`src/rtl/display_timing_720p.sv`:
```
// Free-running 1280x720@60 video timing generator. Blanking maps to negative coordinates so the
// active picture always starts at (0,0); every output is registered and aligned with o_sx/o_sy.
module display_timing_720p #(
  parameter int   H_RES  = 1280,
  parameter int   H_FP   = 110,
  parameter int   H_SYNC = 40,
  parameter int   H_BP   = 220,
  parameter int   V_RES  = 720,
  parameter int   V_FP   = 5,
  parameter int   V_SYNC = 5,
  parameter int   V_BP   = 20,
  parameter logic H_POL  = 1'b1,
  parameter logic V_POL  = 1'b1
) (
  input  logic               clk,
  input  logic               rst,
  output logic signed [15:0] o_sx,
  output logic signed [15:0] o_sy,
  output logic               o_hs,
  output logic               o_vs,
  output logic               o_de,
  output logic               o_line,
  output logic               o_frame,
  output logic        [15:0] o_frame_cnt
);

  localparam int HStaI  = -(H_FP + H_SYNC + H_BP);
  localparam int HsStaI = HStaI + H_FP;
  localparam int HsEndI = HsStaI + H_SYNC;
  localparam int HaEndI = H_RES - 1;
  localparam int VStaI  = -(V_FP + V_SYNC + V_BP);
  localparam int VsStaI = VStaI + V_FP;
  localparam int VsEndI = VsStaI + V_SYNC;
  localparam int VaEndI = V_RES - 1;

  localparam logic signed [15:0] H_STA  = 16'(HStaI);
  localparam logic signed [15:0] HS_STA = 16'(HsStaI);
  localparam logic signed [15:0] HS_END = 16'(HsEndI);
  localparam logic signed [15:0] HA_END = 16'(HaEndI);
  localparam logic signed [15:0] V_STA  = 16'(VStaI);
  localparam logic signed [15:0] VS_STA = 16'(VsStaI);
  localparam logic signed [15:0] VS_END = 16'(VsEndI);
  localparam logic signed [15:0] VA_END = 16'(VaEndI);

  logic signed [15:0] sx_q, sx_d;
  logic signed [15:0] sy_q, sy_d;
  logic               hs_q, hs_d;
  logic               vs_q, vs_d;
  logic               de_q, de_d;
  logic               line_q, line_d;
  logic               frame_q, frame_d;
  logic        [15:0] frame_cnt_q, frame_cnt_d;

  // Decodes look at the next coordinate so registered outputs line up with registered counters.
  always_comb begin
    sx_d = sx_q + 16'sd1;
    sy_d = sy_q;
    if (sx_q == HA_END) begin
      sx_d = H_STA;
      sy_d = (sy_q == VA_END) ? V_STA : sy_q + 16'sd1;
    end
    hs_d        = (sx_d >= HS_STA && sx_d < HS_END) ? H_POL : ~H_POL;
    vs_d        = (sy_d >= VS_STA && sy_d < VS_END) ? V_POL : ~V_POL;
    de_d        = !sx_d[15] && !sy_d[15];
    line_d      = (sx_d == H_STA);
    frame_d     = line_d && (sy_d == V_STA);
    frame_cnt_d = frame_cnt_q + {15'd0, frame_d};
  end

  always_ff @(posedge clk) begin
    if (rst) begin
      sx_q        <= H_STA;
      sy_q        <= V_STA;
      hs_q        <= ~H_POL;
      vs_q        <= ~V_POL;
      de_q        <= 1'b0;
      line_q      <= 1'b0;
      frame_q     <= 1'b0;
      frame_cnt_q <= 16'd0;
    end else begin
      sx_q        <= sx_d;
      sy_q        <= sy_d;
      hs_q        <= hs_d;
      vs_q        <= vs_d;
      de_q        <= de_d;
      line_q      <= line_d;
      frame_q     <= frame_d;
      frame_cnt_q <= frame_cnt_d;
    end
  end

  assign o_sx        = sx_q;
  assign o_sy        = sy_q;
  assign o_hs        = hs_q;
  assign o_vs        = vs_q;
  assign o_de        = de_q;
  assign o_line      = line_q;
  assign o_frame     = frame_q;
  assign o_frame_cnt = frame_cnt_q;

endmodule
```
`config.mk`:
```
export PLATFORM = sky130hd
export DESIGN_NAME = display_timing_720p
export DESIGN_NICKNAME = d
export VERILOG_FILES = /design/src/rtl/display_timing_720p.sv
export SDC_FILE = /design/constraint.sdc
export NUM_CORES = 1
export LEC_CHECK = 0
export CORE_MARGIN = 4
export CORE_UTILIZATION = 52
export DETAILED_ROUTE_END_ITERATION = 7
export PLACE_DENSITY = 0.79
export SLEW_MARGIN = 30
export SYNTH_ARGS = -nofsm -noshare
export SYNTH_HDL_FRONTEND = slang
export SYNTH_SLANG_ARGS = --single-unit
```
`constraint.sdc`:
```
create_clock -name clk -period 3.49 [get_ports clk]
set_input_delay 0.698 -clock clk [delete_from_list [all_inputs] [get_ports clk]]
set_output_delay 0.698 -clock clk [all_outputs]
set_load 0.02 [all_outputs]
```
* Word-level counts from Yosys, hierarchy flattened
Cells that the tools add are included.
Word-level totals: register bits 53, word-level logic and storage cells 30, bits of input ports 2, output and inout port bits 53
Cells by class: reduce and logical (&&, ||, !) cells 6, magnitude comparators 4, add/sub/neg operators 3, mux-type cells 5, equal/unequal tests 4
Operators with widths (number):
- 2-to-1 mux 16 bit | 3
- adder 16 x 2 -> 16 bit (second input constant) | 2
- adder 16 x 1 -> 16 bit | 1
- == test 16 x 10 -> 1 bit (second input constant) | 1
- == test 16 x 11 -> 1 bit (second input constant) | 1
- == test 16 x 12 -> 1 bit (second input constant) | 1
- == test 16 x 6 -> 1 bit (second input constant) | 1
- >= comparator 16 x 10 -> 1 bit (second input constant) | 1
- >= comparator 16 x 6 -> 1 bit (second input constant) | 1
- < comparator 16 x 6 -> 1 bit (second input constant) | 1
- < comparator 16 x 9 -> 1 bit (second input constant) | 1
- logical AND 1 bit | 4
- logical NOT 1 bit | 2
- 2-to-1 mux 1 bit | 2

* Depth between registers and ports, before layout
Gate-level depths: netlist of the first run.
word-level depth 6, gate-level depth with buffers 15, mapped depth without buffers 14

* Least setup slack after synthesis of the first run
No wires, ideal clock.
kind reg2reg, from register sx_q[10], in the netlist o_sx[10], to register frame_cnt_q[14], in the netlist o_frame_cnt[14], path buffers 2, setup time 71 ps, required time 3419 ps, clock period less this slack 3346 ps, data arrival time 3276 ps, stages on the path, launching flop included 14, path slack 144 ps, path through dfxtp_1 > buf_2 > or4b_4 > nor4_4 > buf_6 > o2111ai_2 > a2111oi_2 > nand4_1 > nor2_1 > ha_1 > ha_1 > nand4_1 > or3_1 > a21oi_1
Between the ends: cells in the longest elaborated chain, start to end 5, elaborated cells between the ends (all ways) 8, those cells by class add/sub (2); eq/ne (3); mux (2); reduce/logical (1)
RTL lines:
- start, declared | line 45 | logic signed [15:0] sx_q, sx_d;
- start signal, assigned | line 72 | sx_q <= H_STA;
- start signal, assigned | line 81 | sx_q <= sx_d;
- adder 16 x 2 -> 16 bit / == test 16 x 12 -> 1 bit (equally long branches) | line 56, 58
- 2-to-1 mux 16 bit | line 58 | if (sx_q == HA_END) begin
- == test 16 x 10 -> 1 bit / == test 16 x 6 -> 1 bit (equally long branches) | line 65, 66
- logical AND 1 bit * | line 66 | frame_d = line_d && (sy_d == V_STA);
- named net frame_d | line 51 | logic frame_q, frame_d;
- adder 16 x 1 -> 16 bit * | line 67 | frame_cnt_d = frame_cnt_q + {15'd0, frame_d};
- end signal, assigned | line 88 | frame_cnt_q <= frame_cnt_d;
- end, declared | line 52 | logic [15:0] frame_cnt_q, frame_cnt_d;
The timed path passes the listed nets; every way through them passes the cells marked *. A chain may end at the register's enable or synchronous reset.

* Worst setup path after layout of the first run
from register sx_q[13], in the netlist o_sx[13], to register frame_cnt_q[12], in the netlist o_frame_cnt[12]
Same word-level chain as after synthesis.

==> results of run 1 <==
where the power goes:
group	internal, W	switching [W]
Sequential	0.000613	0.00000881
Clock	0.000234	0.000200
Combinational	0.0000550	0.0000706
Total	0.000902	0.000279
worst max path at each step:
stage                                      end                 from  cells after the start
floorplan           o_frame_cnt[14]$_SDFF_PP0_  o_sx[10]$_SDFF_PP1_                     13
global placement    o_frame_cnt[14]$_SDFF_PP0_  o_sx[11]$_SDFF_PP1_                     13
detailed placement  o_frame_cnt[14]$_SDFF_PP0_   o_sx[0]$_SDFF_PP0_                     14
CTS                 o_frame_cnt[14]$_SDFF_PP0_   o_sx[8]$_SDFF_PP0_                     13
global route        o_frame_cnt[12]$_SDFF_PP0_   o_sx[0]$_SDFF_PP0_                     16
finish              o_frame_cnt[12]$_SDFF_PP0_  o_sx[13]$_SDFF_PP1_                     15
cell type report:
cell class,count,area [um2]
multi-input combinational,279,1950
fill,374,1370
sequential,53,1060
timing repair buffer,98,926
tap,72,90.1
clock buffer,7,86.3
clock inverter,1,30.0
inverter,7,26.3
routing by layer:
metal | up-vias | GRT usage, % | wire length, um
met5 | - | 0 | 0
met4 | 0 | 8.04 | 268
met3 | 34 | 4.64 | 685
met2 | 170 | 38.6 | 4260
met1 | 1468 | 27.5 | 3480
li1 | 1473 | - | -
critical path: cells and delay by family, from the launching register on:
family	cells	cell delay, ns
simple gates	9	1.95
buf+inv	2	0.39
fa+ha+maj	2	0.37
flops	1	0.33
compound gates	1	0.22
xor+xnor	1	0.12
flip-flops by register name (all words and copies together), names as in the netlist:
signal and cells:
o_frame_cnt 16, o_sx 16, o_sy 16, o_de 1
o_frame 1, o_hs 1, o_line 1, o_vs 1
cell families after synthesis:
| kind of cell | Yosys count | share of synthesized area (%) |
|---|---|---|
| simple gates | 176 | 32.1 |
| compound gates | 63 | 15.3 |
| flops | 53 | 35.5 |
| xor+xnor | 35 | 10.3 |
| buf+inv | 27 | 4.65 |
| fa+ha+maj | 4 | 1.68 |
| mux | 1 | 0.377 |
what timing repair did:
item	in CTS	in global routing
resized for setup	2	29
setup buffers	1	11
endpoints found under the setup margin	1	9
hold buffers	0	0
gates cloned	1	1
pin swaps	2	15
cells in the mapped netlist (7+ instances only):
cell type  count
nand2_1       29
inv_1          7
nor3_1        12
nand4_1       13
xnor2_1       20
and3_1        10
o21ai_0       10
nor4_1         7
xor2_1        15
nor2_1        41
buf_2          9
dfxtp_1       53
a21oi_1       12
nand3_1       26
stage by stage:
step                      setup TNS, ns  util, %  instance area, um2
final                           -0.0103     75.2                4170
after global routing             -0.719     75.2                4170
after CTS                             0     70.4                3900
after detailed placement              0     67.5                3740
after global placement                0     67.5                3740
after floorplan                       0        -                2990
==> metrics.txt, run 1 <==
Placement Rows 27; Longest Clk Path Bufs 2; Slowest-stage cell, CP or4_4; Net Count, Synth ~370; Top FF cell, synth dfxtp_1; die area ~7000 um2; antenna diode count 0; FF-to-FF setup slack -0.01 ns; I/O pins 55; vias per inst 6.08; Peak VDD IR between 0.0002 and 0.00025 V; status finished with violations; syn avg cell area a little over 8 um2; min cycle time layout 3.50 ns; failing checks setup timing; area grow syn2layout 39.6%; crit start category flip-flop; Post-synth EDFFs 0; most common cell after layout, fill and taps aside clkdlybuf4s50_1; vias in the first global route 2824; Starting DRT DRC Count 285; hold violation count in the final report 0; GR Util All Layers 22.4%; post-synthesis cell area 2990 um2; sequential area share after synthesis ~36%; post-synthesis async set-or-reset flop share 0%; most frequent cells in the layout clkdlybuf4s50_1, dfxtp_1, nor2_1, buf_4, nand2_1; initial core utilization 53.9%; GPL Wtd Cong 0.896; critical path class flip-flop to flip-flop; top cells by area, synth dfxtp_1, xnor2_1, nor2_1, xor2_1, nand3_1; Slew headroom a little over half; reg-to-reg endpoint o_frame_cnt[12]$_SDFF_PP0_; Sink Count 53; grt ovf 0; largest net degree at the start of global routing 36; depth of the most critical reg-to-reg path 15; max cap viols 0; Final #Nets 450; Worst-Margin Slew just over 0.7 ns; critical hold path startpoint o_frame_cnt[11]$_SDFF_PP0_; reg2reg start o_sx[13]$_SDFF_PP1_; PortBufs 54; fmax 0.286 GHz; Critical Path Max Stage Delay 0.56 ns; Die X 83.8 um; number of distinct library cells after synthesis 64; Hold/Removal Path Class flip-flop to flip-flop; Detailed Routing Iterations Pass 1 5; Post-Syn Instances ~360; Num CTS Buffers 5; PwrDens between 200 and 300 nW/um2; post-route ant nets 0; Post-Layout Cell Count 517; Hold Crit Depth 2; Power, Total 0.00118 W; Synth Register Bits between 50 and 60; CTS H-Tree Depth 2; share of the synthesized area in the top cell type 35.5%; first-pass GRT wire length 13.0 mm; worst-path cell chain or4_4 > nor4_4 > buf_12 > nand3_4 > o21a_1 > nor3b_2 > nand4_1 > nor2_1 > ha_2 > ha_4 > nand4_1 > buf_4 > nor2b_4 > xnor2_1 > nor2_1; WP data arrival 3.69 ns; DR vias 3145; per-cell routed wire length roughly 17 um; DP Worst Slack 0.0280 ns; Min-Delay Endpoint o_frame_cnt[11]$_SDFF_PP0_; leading area contributor after synthesis dfxtp_1; crit-path max FO 5; Placeable Area around 5500 um2; clk_lat worst skew 0.31 ns; die height approximately 84 um; leakage power about 1.5 nW; post-DP HPWL about 5.6 mm; initial antenna violation count 0; # DRC 0; share of layout cells above drive strength 1 20.0%; final worst path period share 100%; kind of end point of the critical path flip-flop; CTS tree yes; DRT Wirelength 8.69 mm; max-slew violations 0; final-report setup violation count 1; root buf cell clkbuf_8; worst hold slack 0.528 ns; Req. time, crit path roughly 3.7 ns; Worst Skew 0.00418 ns; Syn. warnings 0; clock slew at reported path FFs about 0.09 ns; Inst Count DP 495; final worst setup slack -0.0103 ns
Note: power is estimated with default switching activity, not from simulation.
==> inputs of run 2 (changes only) <==
- SLEW_MARGIN: 30 -> 20
==> results of run 2 <==
Final layout, timing and power as in run 1 (identical DEF).
==> inputs of run 3 (changes only) <==
- CAP_MARGIN: unset -> 20
- CORE_UTILIZATION: 52 -> 54
- CTS_BUF_LIST: unset -> sky130_fd_sc_hd__clkbuf_4 sky130_fd_sc_hd__clkbuf_8
- PLACE_DENSITY: 0.79 -> 0.82
- SETUP_SLACK_MARGIN: unset -> 0.05
==> metrics.txt, run 3 (synthesized netlist as in run 1, its figures left out) <==
Placement Rows 26 (-3.7%); combinational share of power 11.5% (+0.9 points); sw frac 26.4% (+2.7 points); GPL Wtd Cong 0.907 (+1.2%); DP Worst Slack 0.0499 ns (+0.0219 ns); kind of end point of the critical path flip-flop; most frequent cells in the layout clkdlybuf4s50_1, dfxtp_1, buf_4; post-DP HPWL 5.59 mm (-0.26%); Pint 0.000830 W (-7.9%); WP buf/inv 1 (-1); status finished with violations; Num CTS Buffers 5 (unchanged); critical hold path startpoint o_frame_cnt[11]$_SDFF_PP0_; dpl cell area 3740 um2 (about the same); Worst Skew 0.0130 ns (+0.00880 ns); PwrDens 270 nW/um2 (-4.7%); Placeable Area 5240 um2 (-5.5%); clock slew at reported path FFs 0.10 ns (about the same); largest net degree at the start of global routing 36 (unchanged); GR Util All Layers 26.8% (+4.4 points); Slowest-stage cell, CP nor4_1; depth of the most critical reg-to-reg path 14 (-1); most common cell after layout, fill and taps aside clkdlybuf4s50_1; PortBufs 54 (unchanged); final-report setup violation count 6 (+5); FF-to-FF setup slack -0.08 ns (-0.07 ns); antenna diode count 0 (unchanged); failing checks setup timing; die height 82.4 um (-1.7%); critical path class flip-flop to flip-flop; crit start category flip-flop; Req. time, crit path 3.69 ns (about the same); DRT Wirelength 9.91 mm (+14%); CTS H-Tree Depth 2 (unchanged); initial antenna violation count 0 (unchanged); Slew headroom 54.9% (+2.9 points); Longest Clk Path Bufs 2 (unchanged); fmax 0.280 GHz (-2.1%); root buf cell clkbuf_8; clk_lat worst skew 0.32 ns (about the same); final worst setup slack -0.0837 ns (-0.0733 ns); Power, Total 0.00113 W (-4.6%); CP dominant cell by count nor2_1; DR vias 3304 (+5.1%); final worst path period share 102% (+2.1 points); post-route ant nets 0 (unchanged); Inst Count DP 493 (-0.40%); CP Launch Point o_sx[11]$_SDFF_PP1_; Critical Path Max Stage Delay 0.49 ns (-0.07 ns); Detailed Routing Iterations Pass 1 7 (+2); crit-path max FO 6 (+1); max-slew violations 0 (unchanged); I/O pins 55 (unchanged); hold violation count in the final report 0 (unchanged); Starting DRT DRC Count 279 (-2.1%); grt ovf 0 (unchanged); CP delay by family, top simple AND/OR/NAND/NOR gates; share of layout cells above drive strength 1 21.0% (+1.0 points); post-layout instance area 4170 um2 (+0.12%); Die X 82.4 um (-1.7%); # DRC 0 (unchanged); Sink Count 53 (unchanged); initial core utilization 57.0% (+3.1 points); Post-Layout Cell Count 522 (+0.97%); leakage power 1.48 nW (+2.3%); worst-path cell chain buf_4 > nor4_1 > a2111oi_0 > a21oi_1 > o2111ai_2 > a2111oi_2 > nand4_1 > nor2_1 > ha_2 > ha_4 > nand4_1 > nor2_1 > xnor2_1 > nor2_1; Seq pwr share 54.9% (+2.3 points); Hold/Removal Path Class flip-flop to flip-flop; reg2reg start o_sx[11]$_SDFF_PP1_; Peak VDD IR 0.000236 V (+15%); Worst-Margin Slew 0.676 ns (-0.0402 ns); area grow syn2layout 39.8%; reg-to-reg endpoint o_frame_cnt[10]$_SDFF_PP0_; CTS tree yes; per-cell routed wire length 19.0 um (+13%); min cycle time layout 3.57 ns (+0.0733 ns); WP data arrival 3.78 ns (+0.09 ns); vias per inst 6.33 (+4.0%); vias in the first global route 2968 (+5.1%); Final #Nets 457 (+1.6%); Min-Delay Endpoint o_frame_cnt[11]$_SDFF_PP0_; die area 6780 um2 (-3.3%); NetSw 0.000297 W (+6.4%); first-pass GRT wire length 14.2 mm (+9.1%); final core occ 79.7% (+4.4 points); Hold Crit Depth 2 (unchanged); max cap viols 0 (unchanged); clock network fraction of total power 33.6% (-3.1 points); RSZ-0062 raised after global routing yes
## run 3: repair_timing
item	CTS	global route
pin swaps	4	16
gates resized for setup	3	26
hold buffers	0	0
setup buffers	11	10
gates cloned	1	1
endpoints found under the setup margin	6	13
## run 3: layout make-up
| type | instances | area [um2] |
|---|---|---|
| Multi-Input combinational cell | 279 | 1910 |
| Fill cell | 328 | 1060 |
| Sequential cell | 53 | 1060 |
| Timing Repair Buffer | 105 | 990 |
| Tap cell | 70 | 87.6 |
| Clock buffer | 6 | 82.6 |
| Inverter | 7 | 26.3 |
| Clock inverter | 2 | 13.8 |
## run 3: layer usage
metal / part of all wire (%) / vias up / track usage, %
met5: 0 / - / 0
met4: 4.5 / 0 / 10.1
met3: 8.8 / 52 / 5.21
li1: - / 1493 / -
met1: 38 / 1535 / 33.6
met2: 49 / 224 / 45.2
## run 3: worst max-delay path by stage
stage,depth (start not counted),endpoint,slack (ns)
detailed placement,15,o_frame_cnt[15]$_SDFF_PP0_,0.05
finish,14,o_frame_cnt[10]$_SDFF_PP0_,-0.08
global placement,13,o_frame_cnt[14]$_SDFF_PP0_,0.13
floorplan,13,o_frame_cnt[14]$_SDFF_PP0_,0.14
CTS,15,o_frame_cnt[14]$_SDFF_PP0_,0.06
global route,14,o_frame_cnt[10]$_SDFF_PP0_,-0.37
## run 3: worst reg2reg max path: cells and delay by family, from the launching register on
family                   cells  cell delay, ns
adder cells (fa/ha/maj)      2            0.35
AND/OR/NAND/NOR              6            1.29
AO/OA/AOI/OAI                4            1.15
XOR/XNOR                     1            0.17
flip-flops                   1            0.33
buffers and inverters        1            0.15
## run 3: stage by stage
step	setup TNS [ns]	hold slack, ns
2_1_floorplan	0	0.566
3_3_place_gp	0	0.483
3_5_place_dp	0	0.504
4_1_cts	0	0.520
5_1_grt	-3.45	0.554
6_report	-0.336	0.518
## run 3: power by group through the flow
stage	registers [W]	logic (W)	clock network, W
6_report	0.000619	0.000129	0.000379
5_1_grt	0.000620	0.000140	0.000404
4_1_cts	0.000619	0.000126	0.000371
3_5_place_dp	0.000633	0.000119	0
3_3_place_gp	0.000633	0.000116	0
2_1_floorplan	0.000643	0.0000668	0
==> edit 1, RTL diff (settings of run 1) <==
`H_FP`: 110 -> 64.
--- a/src/rtl/display_timing_720p.sv
+++ b/src/rtl/display_timing_720p.sv
@@ -2,7 +2,7 @@
 // active picture always starts at (0,0); every output is registered and aligned with o_sx/o_sy.
 module display_timing_720p #(
   parameter int   H_RES  = 1280,
-  parameter int   H_FP   = 110,
+  parameter int   H_FP   = 64,
   parameter int   H_SYNC = 40,
   parameter int   H_BP   = 220,
   parameter int   V_RES  = 720,
Check against the original RTL: not equivalent (Yosys sat finds a counterexample within 4 cycles, from zero or initial values and one cycle with rst high).
==> edit 1 against run 1 <==
Global-route usage increased by 2.5 points. Clock power decreased by 13%. Final area decreased by 4.7%. Sequential share of layout area increased by 1.3 points. Setup slack improved by 160 ps. Count of clock-buffer cells in the layout decreased by 1. Highest routed layer unchanged. Area after synthesis decreased by 3.6%. Power decreased by 5.2%. Clock skew increased by 1.2 ps. Sequential cell count unchanged. Wire length decreased by 4.6%.
==> edit 1: results (changes against run 1) <==
outcome - finished clean (was finished with violations)
Synth Area in Compound Gates - 14.22% (was 15.34%)
Worst Skew - 5.369 ps (was 4.183 ps)
Worst path max stage delay - 360 ps (was 560 ps)
fillers - 399 (was 374)
area share of fa/ha/maj cells after synthesis - 1.740% (was 1.676%)
first-pass GRT wire length - 13200 µm (was 13040 µm)
synth top area cells - dfxtp_1, xor2_1, nand2_1, nor2_1, nand3_1 (was dfxtp_1, xnor2_1, nor2_1, xor2_1, nand3_1)
synth cell count leaders - dfxtp_1, nand2_1, nor2_1 (was dfxtp_1, nor2_1, nand2_1)
Total Routed Length - 8289 µm (was 8686 µm)
post-synth top area share - 36.89% (was 35.54%)
synthesized area per cell - 8.195 µm² (was 8.316 µm²)
Layout Nets - 449 (was 450)
vias in the first global route - 2872 (was 2824)
fin cells - 514 (was 517)
XOR/XNOR Fraction of Synth Area - 8.525% (was 10.27%)
fraction of layout cells with a size suffix above 1 - 21.17% (was 20.00%)
Starting DRT DRC Count - 242 (was 285)
Leak - 1.485 nW (was 1.450 nW)
mux cell area share after synthesis - 0.7395% (was 0.3772%)
sequential area share after synthesis - 36.89% (was 35.54%)
peak supply drop - 0.0001963 V (was 0.0002060 V)
estimated wirelength of the detail-placed design - 5895 µm (was 5607 µm)
slowest CP cell - nor4bb_1 (was or4_4)
GRT Resource Usage Total - 24.91% (was 22.43%)
Yosys cell types - 61 (was 64)
placed cells - 499 (was 495)
crit-path max FO - 12 (was 5)
actual slew at the worst max-slew pin - 569.0 ps (was 716.7 ps)
## edit 1: where the power goes
part	internal, mW	leakage (nW)	switching, mW
clock network	0.164	0.0478	0.214
registers	0.615	0.429	0.00694
logic	0.0541	1.01	0.0647
total	0.833	1.48	0.286
## edit 1: what timing repair did
item	4_1_cts	5_1_grt
gates resized for setup	1	26
endpoints found under the setup margin	3	13
setup buffers	0	7
gates cloned	0	0
pin swaps	0	9
hold buffers	0	0
## edit 1: logic make-up (layout without fill, tap and decap cells)
family,after synthesis,in the layout
DFF,53,53
and+or+nand+nor,180,180
buffers and inverters,27,120
xor gates and xnor gates,28,28
adders and majority gates,4,4
AOI/OAI and AO/OA,57,57
muxes,2,2
## edit 1: layer usage
layer  track usage, %  share of wire, %
met2            41.99                49
met5                0                 0
met4            8.804               2.1
met3            4.664               6.8
met1            31.64                42
## edit 1: cell type report
class / count / area share, %
multi-input combinational: 271 / 44.51
tap: 70 / 2.203
sequential: 53 / 26.82
clock buffer: 6 / 2.077
inverter: 6 / 0.5666
clock inverter: 2 / 0.4092
timing repair buffer: 106 / 23.42
## edit 1: worst max-delay path: cells and delay by family (launching register included)
kind	cells	cell delay [ps]
DFF	1	350
buffers and inverters	2	360
adders and majority gates	1	220
and+or+nand+nor	6	1470
AOI/OAI and AO/OA	4	870
## edit 1: path summary, 6_finish.rpt
check / startpoint / to / slack, ps / cells after the start
setup reg to reg: o_sy[2] / o_frame_cnt[7] / 150 / 13
hold reg to reg: o_frame_cnt[6] / o_frame_cnt[6] / 520 / 2
setup / recovery: o_sy[2] / o_frame_cnt[7] / 150 / 13
hold / removal: o_frame_cnt[6] / o_frame_cnt[6] / 520 / 2
## edit 1: stage by stage
step	setup TNS (ps)	total power [mW]	setup slack [ps]	cell area [µm²]	hold WS [ps]
2_1_floorplan	0	0.6990	0.4172	2879	521.4
3_3_place_gp	0	0.7415	79.17	3739	482.9
3_5_place_dp	0	0.7447	5.152	3739	508.1
4_1_cts	0	1.115	20.90	3840	520.5
5_1_grt	-342.9	1.160	-67.95	3975	571.1
6_report	0	1.119	150.6	3975	524.3
==> edit 2, RTL diff (config.mk and constraints of run 1) <==
Made on the original files. Make the reset (`rst`) asynchronous in one clocked block.
--- a/src/rtl/display_timing_720p.sv
+++ b/src/rtl/display_timing_720p.sv
@@ -67,7 +67,7 @@
     frame_cnt_d = frame_cnt_q + {15'd0, frame_d};
   end
 
-  always_ff @(posedge clk) begin
+  always_ff @(posedge clk or posedge rst) begin
     if (rst) begin
       sx_q        <= H_STA;
       sy_q        <= V_STA;
Check against the original RTL: differs if rst is asserted again (counterexample within 4 cycles, from zero or initial values and one cycle with rst high); with rst held inactive, the same outputs for 10 cycles.
==> edit 2 against run 1 <==
Sequential share of layout area grew 8.1 points. Critical path depth grew 1. Wire length decreased by 17%. Final area is 3.3% lower. Largest cell class unchanged. Synthesized cell count fell by 17%. Clock skew up 2.4 ps. Area after synthesis increased by 1.0%. Global-route usage fell by 2.8 points. Worst hold slack got worse by 46 ps. Highest routed layer unchanged. Sequential cell count is the same. Setup slack better by 160 ps.
Power is not compared: it rests on default switching activity, and its combinational part moved more than twofold at a synthesized area within 25%.
==> edit 2: results (changes against run 1) <==
outcome - finished clean (was finished with violations)
vias per std cell - 5.712 (was 6.083)
estimated wirelength of the detail-placed design - 5112 µm (was 5607 µm)
Layout Nets - 385 (was 450)
GR Util met1 - 27.22% (was 27.52%)
placed cell areas - 3705 µm² (was 3741 µm²)
first-pass GRT wire length - 11540 µm (was 13040 µm)
Starting DRT DRC Count - 169 (was 285)
Slew HR - 48.55% (was 52.05%)
GR Util met3 - 3.631% (was 4.640%)
vias post-DR - 2582 (was 3145)
GRT Resource Usage Total - 19.64% (was 22.43%)
most common flop cell mapped by yosys - dfrtp_1 (was dfxtp_1)
met2 Track Usage GR - 31.06% (was 38.61%)
drt pass-1 iters - 4 (was 5)
synthesized area per cell - 10.08 µm² (was 8.316 µm²)
synth top area cells - dfrtp_1, dfstp_2, xnor2_1, nand2_1, nand3_1 (was dfxtp_1, xnor2_1, nor2_1, xor2_1, nand3_1)
Yosys cell types - 60 (was 64)
worst hold-check path type - flip-flop to flip-flop (unchanged)
Worst Skew - 6.589 ps (was 4.183 ps)
sequential area share after synthesis - 44.94% (was 35.54%)
ant diodes - 0 (unchanged)
Avg WL per Cell - 15.98 µm (was 16.80 µm)
Place WS - -68.04 ps (was 28.02 ps)
fraction of layout cells with a size suffix above 1 - 27.63% (was 20.00%)
vias in the first global route - 2386 (was 2824)
synth cell count leaders - nand2_1, dfrtp_1, nand3_1 (was dfxtp_1, nor2_1, nand2_1)
net count after synthesis - 305 (was 365)
largest net degree at the start of global routing - 47 (was 36)
placed cells - 432 (was 495)
Worst Path Arrival - 3530 ps (was 3690 ps)
Placer Congestion - 0.8900 (was 0.8963)
post-synthesis async set-or-reset flop share - 100.0% (was 0%)
crit-path max FO - 6 (was 5)
fillers - 388 (was 374)
[edit 2: layer usage]
metal  vias to the layer above  routed length (µm)
li1                       1231                   -
met2                        90                3477
met1                      1239                3103
met4                         0                 183
met5                         -                   0
met3                        22                 455
[edit 2: area by class of cell]
| cell class | instances | area (µm²) | share of cell area, % |
|---|---|---|---|
| Sequential cell | 53 | 1355 | 33.60 |
| Multi-Input combinational cell | 223 | 1652 | 40.96 |
| Inverter | 8 | 31.28 | 0.7757 |
| Clock inverter | 2 | 17.52 | 0.4344 |
| Tap cell | 72 | 90.09 | 2.234 |
| Clock buffer | 6 | 82.58 | 2.048 |
| Timing Repair Buffer | 88 | 804.5 | 19.95 |
[edit 2: final timing paths]
check                                      from               to  cells after the start  slack, ps
worst max-delay path                    o_sx[1]  o_frame_cnt[14]                     16        150
worst min register to register  o_frame_cnt[15]  o_frame_cnt[15]                      1        480
worst min-delay path            o_frame_cnt[15]  o_frame_cnt[15]                      1        480
min in group asynchronous                   rst          o_sx[4]                      2        820
max in group asynchronous                   rst         o_sy[12]                      3       2020
worst max register to register          o_sx[1]  o_frame_cnt[14]                     16        150
[edit 2: where the power goes]
group	internal, mW	switching, mW
clock network	0.165	0.215
logic	0.00256	0.0116
registers	0.615	0
total	0.783	0.226
[edit 2: worst max-delay path: stages (launching register included)]
cell and delay [ps]:
dfstp_2 600, ha_4 150, nand4_2 120, buf_6 150
nand4bb_4 220, buf_6 180, nor4b_2 270, a311o_1 160
and3_4 190, nand4_2 130, nor2_2 130, ha_2 200
ha_2 200, nand2_2 90, nor3_4 200, nand2_1 100
xnor2_1 140
[edit 2: kinds of logic (layout without fill, tap and decap cells)]
kind of cell,Yosys count,count (layout),share of synthesized area [%]
multiplexers,1,1,0.3320
AO/OA/AOI/OAI,45,45,10.37
flip-flops,53,53,44.94
buffers and inverters,23,104,4.522
AND/OR/NAND/NOR,138,138,28.01
XOR/XNOR,35,35,10.17
adder cells (fa/ha/maj),4,4,1.660
[edit 2: timing repair]
action	CTS	global route
pin swaps	0	10
cloned	0	1
endpoints found under the setup margin	3	12
gates resized for setup	2	25
buffers inserted	0	11
[edit 2: per-stage QoR]
stage	total power, mW	hold slack [ps]
2_1_floorplan	0.6348	553.8
3_3_place_gp	0.6408	464.3
3_5_place_dp	0.6411	468.9
4_1_cts	1.015	485.6
5_1_grt	1.044	515.4
6_report	1.009	482.0
